## config.mk

```make
export PLATFORM = sky130hd
export DESIGN_NAME = multiplier_param
export DESIGN_NICKNAME = d
export VERILOG_FILES = /design/src/rtl/mult_pkg.sv /design/src/rtl/add_sub_n.sv /design/src/rtl/multiplier_param.sv
export SDC_FILE = /design/constraint.sdc
export NUM_CORES = 1
export LEC_CHECK = 0
export CAP_MARGIN = 20
export CORE_ASPECT_RATIO = 1.5
export CORE_MARGIN = 1.5
export CORE_UTILIZATION = 44
export CTS_CLUSTER_DIAMETER = 150
export DETAILED_ROUTE_END_ITERATION = 10
export GPL_TIMING_DRIVEN = 0
export PLACE_DENSITY = 0.66
export SLEW_MARGIN = 20
export SYNTH_ARGS = -nofsm -noshare
export SYNTH_HDL_FRONTEND = slang
export SYNTH_SLANG_ARGS = --single-unit
```

## constraint.sdc

```tcl
create_clock -name Clk -period 6.3 [get_ports Clk]
set_input_delay 0.945 -clock Clk [delete_from_list [all_inputs] [get_ports Clk]]
set_output_delay 0.945 -clock Clk [all_outputs]
set_load 0.01 [all_outputs]
```

## src/rtl/mult_pkg.sv

```systemverilog
// Shared types and constants for the parametrised shift-add multiplier.
package mult_pkg;

  typedef enum logic [2:0] {
    IDLE  = 3'd0,
    ADD   = 3'd1,
    SHIFT = 3'd2,
    STEP  = 3'd3,
    DONE  = 3'd4,
    HOLD  = 3'd5
  } state_t;

  localparam logic ADD_OP = 1'b0;
  localparam logic SUB_OP = 1'b1;

endpackage

```

## src/rtl/add_sub_n.sv

```systemverilog
// Combinational (WIDTH+1)-bit sign-extending adder/subtractor; carry out is dropped.
module add_sub_n #(
  parameter int WIDTH = 8
) (
  input  logic [WIDTH-1:0] a,
  input  logic [WIDTH-1:0] b,
  input  logic             sub,
  output logic [WIDTH:0]   sum
);

  logic [WIDTH:0] a_ext;
  logic [WIDTH:0] b_ext;

  assign a_ext = {a[WIDTH-1], a};
  assign b_ext = {b[WIDTH-1], b};
  assign sum   = sub ? (a_ext - b_ext) : (a_ext + b_ext);

endmodule

```

## src/rtl/multiplier_param.sv

```systemverilog
// Signed shift-add multiplier: product of latched multiplicand M and register B lands in {X,A,B}.
// Optional FAST mode merges the add and the shift of each bit into one STEP cycle.
module multiplier_param
  import mult_pkg::*;
#(
  parameter int WIDTH = 8,
  parameter bit FAST  = 1'b0
) (
  input  logic             Clk,
  input  logic             Reset,
  input  logic [WIDTH-1:0] sw_i,
  input  logic             run_i,
  input  logic             load_clear_i,
  output logic [WIDTH-1:0] A_val,
  output logic [WIDTH-1:0] B_val,
  output logic             X_val,
  output logic             busy_o,
  output logic             done_o
);

  localparam int CW = (WIDTH > 1) ? $clog2(WIDTH) : 1;

  state_t           state_q, state_d;
  logic [WIDTH-1:0] a_q, b_q, m_q;
  logic             x_q;
  logic             run_q;
  logic [CW-1:0]    count_q;
  logic             busy_q, done_q;

  logic             start, last;
  logic             do_start, do_load, do_add, do_shift, do_step;
  logic             busy_d;
  logic [WIDTH:0]   sum, sel;

  // Handshake: a rising edge of run_i while idle starts one product; busy_o stays high
  // until the result is final, done_o pulses once, and run_i must drop before the next start.
  assign start = run_i & ~run_q & (state_q == IDLE);
  assign last  = (count_q == CW'(WIDTH - 1));

  add_sub_n #(.WIDTH(WIDTH)) u_add_sub (
    .a   (a_q),
    .b   (m_q),
    .sub (last ? SUB_OP : ADD_OP),
    .sum (sum)
  );

  // Multiplier bit 0 decides whether the partial product absorbs M this bit.
  assign sel = b_q[0] ? sum : {x_q, a_q};

  always_comb begin
    state_d  = state_q;
    do_start = 1'b0;
    do_load  = 1'b0;
    do_add   = 1'b0;
    do_shift = 1'b0;
    do_step  = 1'b0;
    case (state_q)
      IDLE: begin
        if (start) begin
          do_start = 1'b1;
          state_d  = FAST ? STEP : ADD;
        end else if (load_clear_i) begin
          do_load = 1'b1;
        end
      end
      ADD: begin
        do_add  = 1'b1;
        state_d = SHIFT;
      end
      SHIFT: begin
        do_shift = 1'b1;
        state_d  = last ? DONE : ADD;
      end
      STEP: begin
        do_step = 1'b1;
        state_d = last ? DONE : STEP;
      end
      DONE:    state_d = HOLD;
      HOLD:    if (!run_i) state_d = IDLE;
      default: state_d = IDLE;
    endcase
  end

  assign busy_d = (state_d == ADD) || (state_d == SHIFT) ||
                  (state_d == STEP) || (state_d == DONE);

  always_ff @(posedge Clk or posedge Reset) begin
    if (Reset) begin
      state_q <= IDLE;
      a_q     <= '0;
      b_q     <= '0;
      m_q     <= '0;
      x_q     <= 1'b0;
      run_q   <= 1'b0;
      count_q <= '0;
      busy_q  <= 1'b0;
      done_q  <= 1'b0;
    end else begin
      state_q <= state_d;
      run_q   <= run_i;
      busy_q  <= busy_d;
      done_q  <= (state_q == DONE);
      if (do_start) begin
        m_q     <= sw_i;
        a_q     <= '0;
        x_q     <= 1'b0;
        count_q <= '0;
      end
      if (do_load) begin
        b_q <= sw_i;
        a_q <= '0;
        x_q <= 1'b0;
      end
      if (do_add) begin
        {x_q, a_q} <= sel;
      end
      if (do_shift) begin
        a_q     <= {x_q, a_q[WIDTH-1:1]};
        b_q     <= {a_q[0], b_q[WIDTH-1:1]};
        count_q <= count_q + CW'(1);
      end
      if (do_step) begin
        x_q     <= sel[WIDTH];
        a_q     <= sel[WIDTH:1];
        b_q     <= {sel[0], b_q[WIDTH-1:1]};
        count_q <= count_q + CW'(1);
      end
    end
  end

  assign A_val  = a_q;
  assign B_val  = b_q;
  assign X_val  = x_q;
  assign busy_o = busy_q;
  assign done_o = done_q;

endmodule

```

==> summary.txt <==
Status -> completed
Worst reg2reg path startpoint -> count_q[0]
Count of state elements after synthesis -> 34
Detail Route Antenna Nets -> 0
RSZ-0062 raised after global routing -> false
Critical Path RT -> 6470 ps
Top cells by count, synth -> nand2_1 (35), dfrtp_1 (34), nor2_1 (33)
Routed WL per cell -> 15.5 µm
R2R Setup Slk -> 2990 ps
Die area -> 5590 µm²
Worst r2r path cells -> 12
Startpoint Class -> register
Tot GR Track Use -> 23.1%
Final core occ -> 56.3%
Synth unique cells -> 50
Global-route wire length before repair -> 9640 µm
Pre-antenna DRT Iters -> 4
# hold bufs at CTS -> 0
Die Y-Extent -> 90.8 µm
Synth top area share -> 37.6%
DR vias/cell -> 5.61
Largest cells by area after synthesis -> dfrtp_1 (38%), ha_1 (6.1%), nand2_1 (5.8%), nor2_1 (5.5%), o21ai_0 (4.2%)
# DRC -> 0
Root buf cell -> clkbuf_8
H-tree depth -> 2
Net Count, Synth -> 287
Clock sinks -> 34
Worst Path Class, Setup -> register to register
Fraction of registers with async set/reset -> 100%
Top FF cell, synth -> dfrtp_1
Post-CTS setup buffers -> 0
Period Utilization, post-route -> 52.6%
Port Buffers -> 30
Nets -> 324
Pins Over Slew Limit -> 0
CTS tree -> yes
CTS clk-pin slew, worst paths -> 70 ps
Row count -> 31
Largest net degree at the start of global routing -> 35
Iteration-0 DRC Markers -> 115
Vias in the first global route -> 1,969
Post-CTS sizing -> 0
Area leader, netlist -> dfrtp_1
Sequential cell area fraction in the yosys report -> 37.6%
Final setup violation count -> 0
Hold path depth -> 1
Crit path max-delay cell type -> mux2_2
Post-synthesis average cell area -> 8.61 µm²
Slew margin rel. -> 52.8%
Worst reg2reg path endpoint -> A_val[6]
Final hold violation count -> 0
Worst Tran Pin Value -> 707 ps
Synth Warn # -> 0
Post-synth EDFFs -> 0
Deepest clock path buffer count -> 2
Antenna cells -> 0
Starting Density -> 46.3%
Setup crit end kind -> register
I/O pin count -> 31
Worst endpoint data arrival time -> 3480 ps
Worst Hold Endpoint -> count_q[0]
DP HPWL -> 4290 µm
Hold WC Path Type -> register to register
Initial antenna violation count -> 0
Final Wtd Congestion -> 0.901
Min-delay src -> count_q[0]
Synth Instances -> 263
DIE WIDTH -> 61.6 µm
Area after DPL -> 2650 µm²
Area Growth Syn to Fin -> 21.6%
Final TNS setup -> 0 ps
Period minus WS final -> 3310 ps
Max Freq -> 0.302 GHz
Most frequent cell after synthesis -> nand2_1
Setup skew after layout -> 5.61 ps
Core area -> 4890 µm²
Total CTS buffers -> 5
Top cell by count, worst path -> ha_1
WL final -> 5680 µm
Synthesized cell area -> 2260 µm²
CP max FO -> 10
Grt total ovfl -> 0
Post-route cell area -> 2750 µm²
Layout cells sized above 1 -> 8.64%
Vias -> 2,058
Delay of the slowest cell on the worst path -> 420 ps
Skew-Pair Late Insertion Delay -> 290 ps
Count of maximum capacitance violations -> 0
CP cell instances -> ha_1 > ha_1 > clkbuf_1 > mux2_2 > inv_1 > ha_1 > nor2b_1 > o31ai_1 > a21boi_0 > xor2_1 > o31a_1 > a2bb2oi_1
[state kept, by name, summed over array words and instances, names as in the netlist]
name and count:
state_q 3, X_val 1, run_q 1, B_val 8
m_q 8, count_q 3, A_val 8, done_o 1
busy_o 1
[logic make-up (layout without fill, tap and decap cells)]
logic type / Yosys count / count (layout) / synth area share, %
DFF: 34 / 34 / 37.6
muxes: 10 / 10 / 4.81
adders and majority gates: 12 / 12 / 6.97
buffers and inverters: 23 / 61 / 5.08
AOI/OAI and AO/OA: 70 / 70 / 19.2
xor gates and xnor gates: 13 / 13 / 5.03
and+or+nand+nor: 101 / 101 / 21.3
[through the flow]
stage | hold slack [ps] | std cells | setup WS [ps]
finish | 521 | 367 | 2990
floorplan | 466 | 263 | 3440
CTS | 517 | 367 | 2960
detailed placement | 503 | 359 | 2980
global route | 547 | 367 | 2760
global placement | 497 | 359 | 3010
[layer usage]
metal  track usage [%]  share of wire, %  vias to the layer above
met5                 0                 0                        -
met4              11.0               3.4                        0
met3              4.30               3.1                       17
met2              36.9                52                       47
met1              28.9                41                      981
li1                  -                 -                     1013
[worst max-delay path by stage]
stage | to | start | slack [ps] | cells past startpoint
finish | A_val[6] | count_q[0] | 2990 | 12
global route | A_val[6] | count_q[0] | 2760 | 12
global placement | A_val[6] | count_q[0] | 3010 | 12
detailed placement | A_val[6] | count_q[0] | 2980 | 12
CTS | A_val[6] | count_q[0] | 2960 | 12
floorplan | A_val[3] | count_q[0] | 3440 | 11
[cells in the final DEF, fill, tap and decap left out, types with 5 or more instances in the layout]
cell | Yosys | layout
clkdlybuf4s50_1 | 0 | 30
clkbuf_8 | 1 | 6
nand2b_1 | 5 | 5
clkbuf_1 | 6 | 8
nor3_1 | 7 | 7
inv_1 | 9 | 8
dfrtp_1 | 34 | 34
mux2_2 | 7 | 7
a21oi_1 | 15 | 15
nor2_1 | 33 | 33
ha_1 | 11 | 11
xnor2_1 | 9 | 9
nand2_1 | 35 | 35
o21ai_0 | 19 | 19
a31oi_1 | 10 | 10
[worst max-delay path, delay by kind of cell, from the launching register on]
kind / cells / cell delay, ps
muxes: 1 / 420
DFF: 1 / 370
AOI/OAI and AO/OA: 4 / 1000
buffers and inverters: 2 / 460
adders and majority gates: 3 / 590
xor gates and xnor gates: 1 / 210
and+or+nand+nor: 1 / 140
[area by class of cell]
type | instances | area, µm²
fillers | 482 | 2130
multi-input cells | 206 | 1300
flip-flops and latches | 34 | 851
repair buffers | 30 | 300
well taps | 66 | 82.6
plain buffers | 13 | 77.6
clock buffers | 7 | 76.3
inverters | 10 | 37.5
clock inverters | 1 | 30.0
Power is not shown: default switching activity piles up to over one toggle a cycle in this logic, so the estimate is an artifact.
